<file path="src/rtl/tile_8_pixel_fetch.sv">
// Three-stage pixel fetch for one sprite tile: bounds test and ROM address,
// ROM read wait, then palette index / opacity with the sync signals aligned.
module tile_8_pixel_fetch #(
    parameter  int TILE_W = 64,
    parameter  int TILE_H = 64,
    localparam int XW     = $clog2(TILE_W),
    localparam int YW     = $clog2(TILE_H),
    localparam int AW     = XW + YW
) (
    input  logic          vga_clk,
    input  logic          reset_n,
    input  logic [9:0]    drawX,
    input  logic [9:0]    drawY,
    input  logic          de_in,
    input  logic          hs_in,
    input  logic          vs_in,
    input  logic [9:0]    tile_x,
    input  logic [9:0]    tile_y,
    output logic [AW-1:0] rom_addr,
    input  logic [4:0]    rom_q,
    output logic [4:0]    index,
    output logic          opaque,
    output logic          de_out,
    output logic          hs_out,
    output logic          vs_out,
    output logic [9:0]    pos_x_o,
    output logic [9:0]    pos_y_o
);

    logic [9:0]    pos_x_q, pos_x_d;
    logic [9:0]    pos_y_q, pos_y_d;
    logic          vs_prev_q;
    logic [AW-1:0] rom_addr_q, rom_addr_d;
    logic          hit1_q, de1_q, hs1_q, vs1_q;
    logic          hit2_q, de2_q, hs2_q, vs2_q;
    logic [4:0]    index_q;
    logic          opaque_q, de3_q, hs3_q, vs3_q;

    logic          vs_fall;
    logic          hit_c;
    logic [10:0]   x_ext, y_ext, px_ext, py_ext, x_end, y_end;
    logic [9:0]    x_off, y_off;

    // 11-bit bounds so a tile hanging past column/row 1023 is clipped, not wrapped.
    always_comb begin
        vs_fall = vs_prev_q & ~vs_in;
        x_ext   = {1'b0, drawX};
        y_ext   = {1'b0, drawY};
        px_ext  = {1'b0, pos_x_q};
        py_ext  = {1'b0, pos_y_q};
        x_end   = px_ext + 11'(TILE_W);
        y_end   = py_ext + 11'(TILE_H);
        hit_c   = de_in & (x_ext >= px_ext) & (x_ext < x_end)
                        & (y_ext >= py_ext) & (y_ext < y_end);
        x_off   = drawX - pos_x_q;
        y_off   = drawY - pos_y_q;
    end

    always_comb begin
        pos_x_d    = pos_x_q;
        pos_y_d    = pos_y_q;
        rom_addr_d = rom_addr_q;
        if (vs_fall) begin
            pos_x_d = tile_x;
            pos_y_d = tile_y;
        end
        // Address only moves on hits so the ROM stays quiet elsewhere.
        if (hit_c) begin
            rom_addr_d = {y_off[YW-1:0], x_off[XW-1:0]};
        end
    end

    always_ff @(posedge vga_clk or negedge reset_n) begin
        if (!reset_n) begin
            pos_x_q    <= '0;
            pos_y_q    <= '0;
            vs_prev_q  <= 1'b1;
            rom_addr_q <= '0;
            hit1_q     <= 1'b0;
            de1_q      <= 1'b0;
            hs1_q      <= 1'b1;
            vs1_q      <= 1'b1;
            hit2_q     <= 1'b0;
            de2_q      <= 1'b0;
            hs2_q      <= 1'b1;
            vs2_q      <= 1'b1;
            index_q    <= '0;
            opaque_q   <= 1'b0;
            de3_q      <= 1'b0;
            hs3_q      <= 1'b1;
            vs3_q      <= 1'b1;
        end else begin
            pos_x_q    <= pos_x_d;
            pos_y_q    <= pos_y_d;
            vs_prev_q  <= vs_in;
            rom_addr_q <= rom_addr_d;
            hit1_q     <= hit_c;
            de1_q      <= de_in;
            hs1_q      <= hs_in;
            vs1_q      <= vs_in;
            hit2_q     <= hit1_q;
            de2_q      <= de1_q;
            hs2_q      <= hs1_q;
            vs2_q      <= vs1_q;
            index_q    <= hit2_q ? rom_q : 5'd0;
            opaque_q   <= hit2_q & (rom_q != 5'd0);
            de3_q      <= de2_q;
            hs3_q      <= hs2_q;
            vs3_q      <= vs2_q;
        end
    end

    assign rom_addr = rom_addr_q;
    assign index    = index_q;
    assign opaque   = opaque_q;
    assign de_out   = de3_q;
    assign hs_out   = hs3_q;
    assign vs_out   = vs3_q;
    assign pos_x_o  = pos_x_q;
    assign pos_y_o  = pos_y_q;

endmodule

</file>
<file path="config.mk">
export PLATFORM = sky130hd
export DESIGN_NAME = tile_8_pixel_fetch
export DESIGN_NICKNAME = d
export VERILOG_FILES = /design/src/rtl/tile_8_pixel_fetch.sv
export SDC_FILE = /design/constraint.sdc
export NUM_CORES = 1
export LEC_CHECK = 0
export CAP_MARGIN = 20
export CELL_PAD_IN_SITES_DETAIL_PLACEMENT = 1
export CELL_PAD_IN_SITES_GLOBAL_PLACEMENT = 2
export CORE_ASPECT_RATIO = 2
export CORE_MARGIN = 2
export CORE_UTILIZATION = 28
export DETAILED_ROUTE_END_ITERATION = 16
export PLACE_DENSITY = 0.84
export REMOVE_ABC_BUFFERS = 1
export SLEW_MARGIN = 25
export SYNTH_ARGS = -nofsm -noshare
export SYNTH_HDL_FRONTEND = slang
export SYNTH_SLANG_ARGS = --single-unit
</file>
<file path="constraint.sdc">
create_clock -name vga_clk -period 2.6 [get_ports vga_clk]
set_input_delay 0.39 -clock vga_clk [delete_from_list [all_inputs] [get_ports vga_clk]]
set_output_delay 0.39 -clock vga_clk [all_outputs]
set_load 0.03 [all_outputs]
</file>
# Word level (Yosys, flattened, before mapping)
# Index checks and enable logic that the tools add are counted.
[totals]
ff_bits = 49
latch_bits = 0
mem_bits_rw = 0
output_inout_bits = 41
mem_count = 0
mem_bits_ro = 0
input_bits = 50
[classes]
add_sub_neg = 4
muxes = 1
n_lt_le_gt_ge = 4
shifts = 0
reduce_logical = 1
eq_ne = 0
mul = 0
n_div = 0
bitwise = 7
[ops]
columns = ["operator", "count"]
rows = [
  ["10-bit by 7-bit adder with 11-bit output, second input constant", 2],
  ["10-bit by 11-bit less-than comparator with 1-bit output", 2],
  ["10-bit greater-or-equal comparator", 2],
  ["6-bit subtractor", 2],
  ["1-bit AND", 6],
  ["5-bit two-way mux", 1],
  ["5-bit nonzero test", 1],
  ["1-bit NOT", 1],
]

# Depth between registers and ports, before layout
# Gate-level depths: netlist of the first run.
[logic_depth]
depth_word = 5
mapped_depth = 11
depth_no_buf = 10

# Least setup slack after synthesis of the first run
# OpenSTA, ideal clock, no wires.
[synth_path]
kind = "flip-flop to flip-flop"
from = "reg pos_x_q[6], in the netlist pos_x_o[6]"
to = "reg rom_addr_q[10], in the netlist rom_addr[10]"
synth_period_minus_slack_ns = 2.635
slack_ns = -0.035
t_arrival_ns = 2.510
setup_time_ns = 0.125
stages_incl_launch_ff = 11
required_time_ns = 2.475
cell_sequence = "dfrtp_1 -> ha_1 -> xnor2_1 -> ha_1 -> a21o_1 -> a21oi_1 -> a31oi_1 -> nor4b_2 -> nand4_2 -> buf_6 -> mux2_4"
[synth_between]
elab_chain_cells = 5
elab_cells_between_ends = 7
classes_between = "add/sub: 1; order compare: 2; bitwise: 4"
[synth_lines]
columns = ["item", "line_no", "rtl"]
rows = [
  ["from (decl)", "30", "logic [9:0] pos_x_q, pos_x_d;"],
  ["from (signal assigned)", "93", "pos_x_q <= pos_x_d;"],
  ["10-bit by 7-bit adder with 11-bit output or 10-bit greater-or-equal comparator (tied branches)", "51, 53", ""],
  ["10-bit by 11-bit less-than comparator with 1-bit output or 1-bit AND (tied branches)", "53", "hit_c = de_in & (x_ext >= px_ext) & (x_ext < x_end)"],
  ["1-bit AND *", "53", ""],
  ["1-bit AND * (2 in series)", "54", "& (y_ext >= py_ext) & (y_ext < y_end);"],
  ["to (signal assigned)", "96", "rom_addr_q <= rom_addr_d;"],
  ["to (decl)", "33", "logic [AW-1:0] rom_addr_q, rom_addr_d;"],
]
# Mark *: on every way between the ends. The rest lies on a longest branch, timed or not.
# A chain may end at the register's enable or synchronous reset.

# Worst setup path in the final report of the first run
[layout_path]
from = "reg pos_x_q[6], in the netlist pos_x_o[6]"
to = "reg rom_addr_q[3], in the netlist rom_addr[3]"
# The elaborated chain is that of the path after synthesis.

==> results of run 1 <==
-- through the flow --
stage                     std cells  setup slack [ps]  TNS (ps)  instance area, sq um  utilization
after detailed placement        454              -289     -3320                  3830        0.410
after global routing            463              5.30         0                  4040        0.433
after global placement          454              -206     -2170                  3830        0.410
final                           463               119         0                  4040        0.433
after CTS                       462              48.7         0                  4010        0.430
after floorplan                 240              -220     -1880                  2640            -
-- worst paths after layout --
kind	depth (start not counted)	start	to	slack, ps
max in group asynchronous	2	reset_n	index[1]	1900
min	1	reset_n	rom_addr[11]	50
max	10	pos_x_o[6]	rom_addr[3]	120
min in group vga_clk	0	hit1_q	hit2_q	360
max reg2reg	10	pos_x_o[6]	rom_addr[3]	120
min reg2reg	0	hit1_q	hit2_q	360
-- critical path, delay by kind of cell (launching register included) --
kind | cells | cell delay, ps
mux | 1 | 300
xor+xnor | 1 | 140
compound gates | 3 | 380
buf+inv | 1 | 180
fa+ha+maj | 2 | 540
simple gates | 2 | 440
flops | 1 | 380
-- routing by layer --
layer / track usage / share of wire / vias to the layer above / wire length (um)
met5: 0 / 0 / - / 0
met4: 0.0497 / 0.016 / 0 / 119
met3: 0.0234 / 0.029 / 7 / 211
met2: 0.313 / 0.62 / 47 / 4540
met1: 0.147 / 0.34 / 1106 / 2470
li1: - / - / 1064 / -
-- cells in the final DEF (no fill, tap or decap), types with 2 or more instances in the layout --
cell type,n
nand3_1,7
o21ai_0,21
and2_1,5
nand2_1,21
xnor2_1,8
xor2_1,4
a21o_1,4
nand2b_1,2
nor2_1,2
buf_6,2
mux2i_1,3
inv_1,28
ha_1,29
mux2_2,2
mux2_4,6
o21ai_1,4
dfrtp_1,43
dfstp_2,6
o211ai_1,3
mux2_1,3
nor2b_1,5
a21oi_1,9
clkbuf_16,5
a31oi_1,5
clkdlybuf4s50_1,88
buf_4,18
inv_2,2
-- final cells by class --
type	instances	area (sq um)	area share
Tap cell	104	130	0.0322
Clock buffer	6	139	0.0344
Multi-Input combinational cell	161	1310	0.324
Sequential cell	49	1230	0.306
Inverter	30	113	0.0279
Clock inverter	2	37.5	0.00930
Timing Repair Buffer	111	1080	0.267
-- cells by family (layout without fill, tap and decap cells) --
group	Yosys count	in the layout	synth area share
compound gates	54	54	0.124
flops	49	49	0.464
simple gates	49	49	0.0987
buf+inv	35	149	0.0522
fa+ha+maj	32	32	0.156
mux	14	14	0.0663
xor+xnor	12	12	0.0395
-- what timing repair did --
item                       4_1_cts  5_1_grt
setup buffers                    0        1
resized for setup                1        7
setup endpoints to repair        3       11
pin swaps                        0        6
hold buffers                     0        0
-- registers in the layout, indices dropped and copies added, names as in the netlist --
signal and count:
rom_addr 12, vs2_q 1, de1_q 1, index 5, pos_y_o 10, hs1_q 1
pos_x_o 10, hit1_q 1, vs_out 1, de_out 1, vs1_q 1, hs_out 1
de2_q 1, hs2_q 1, hit2_q 1, opaque 1
-- power by group --
group | total (uW) | switching [uW] | leakage, uW | internal, uW
clock | 775 | 294 | 0.0000831 | 480
sequential | 1010 | 102 | 0.000597 | 912
combinational | 1270 | 655 | 0.00119 | 616
==> results.json, run 1 <==
{
  "drcViolationCount": 0,
  "drv_slew": 0,
  "wl_per_cell_um": 15.9,
  "die_area_sq_um": 10300,
  "cpMaxStageDelayCell": "dfrtp_1",
  "synth_top_flop_cell": "dfrtp_1",
  "vdd_drop_max_uv": 338,
  "die_y_um": 142,
  "cts_buffers": 5,
  "yosysUniqueCellTypes": 40,
  "root_buffer": "clkbuf_16",
  "finClkSkew_ps": 8.81,
  "synth_area_per_cell_sq_um": 10.9,
  "max_stage_delay_ps": 380,
  "gr-total-overflow": 0,
  "antenna_found_initial": 0,
  "synth.largest_area_cell": "dfrtp_1",
  "postRouteAntennaNets": 0,
  "finalPower_uw": 3060,
  "core.rowCount": 50,
  "dr.pass1.iters": 2,
  "hpwl_um": 6010,
  "fmax_mhz": 403,
  "relSlewSlack": 0.677,
  "crit_required_ps": 2770,
  "yosys-top-cells-count": "dfrtp_1, ha_1, inv_1",
  "hold_slack_ps": 52.1,
  "core_area_sq_um": 9320,
  "crit_type": "reg2reg",
  "synthTopCellsByArea": "dfrtp_1, ha_1, dfstp_2, o21ai_0, inv_1",
  "final_layout_size_suffix_gt1_frac": 0.148,
  "yosysWarnings": 0,
  "crit_path_end_kind": "flop",
  "io_pins": 91,
  "crit_chain": "ha_1 -> xnor2_1 -> ha_1 -> a21o_1 -> a21oi_1 -> a31oi_1 -> nor4b_2 -> nand4_2 -> buf_6 -> mux2_4",
  "grt_max_degree": 39,
  "yosysSeqAreaShare": 0.464,
  "clk_path_buf_depth": 2,
  "start_kind": "flop",
  "synth-async-reset-ratio": 1.00,
  "synthCells": 245,
  "htree_levels": 2,
  "yosysTopAreaCellShare": 0.404,
  "rsz0062_at_grt": "no",
  "num_vias": 2224,
  "fillers": 1049,
  "run_status": "complete, no violations",
  "grt_first_pass_wirelength_um": 12100,
  "leakage_uw": 0.00187,
  "period_share": 0.954,
  "hold_viol": 0,
  "routed_wl_um": 7340,
  "yosysMostFrequentCell": "dfrtp_1",
  "syn2layout_area_growth_pct": 51.6,
  "crit_top_cell": "ha_1",
  "cts.sinks": 49,
  "clock_latency_ps": 290,
  "drt_iter0_drc": 76,
  "cp_data_arrival_time_ps": 2650,
  "grt_pass1_vias": 2519,
  "nets": 440,
  "clk_pin_slew_ps": 70,
  "cts_tree": "yes",
  "syn_area_sq_um": 2660,
  "setup-violations-final": 0,
  "diodes": 0,
  "maxCapViolCount": 0,
  "vias_per_cell": 4.80,
  "start_util": 0.286,
  "synth_seq_cells": 49,
  "worst-path-max-fanout": 7,
  "p_per_area_nw_per_um2": 758,
  "portBuffers": 90,
  "fin_crit_ps": 2480,
  "die_x_um": 72.9,
  "synth_edf_count": 0,
  "gp_congestion": 0.802,
  "worstMarginPinSlew_ps": 484,
  "track_usage": 0.154,
  "hold_class": "in2async"
}
No activity file was read; power rests on OpenSTA's default activity.
==> inputs of run 2 (changes only) <==
Settings changed: ABC_CLOCK_PERIOD_IN_PS set to 2600, SKIP_LAST_GASP set to 1.
==> results of run 2 <==
Final layout, timing and power as in run 1 (identical DEF).
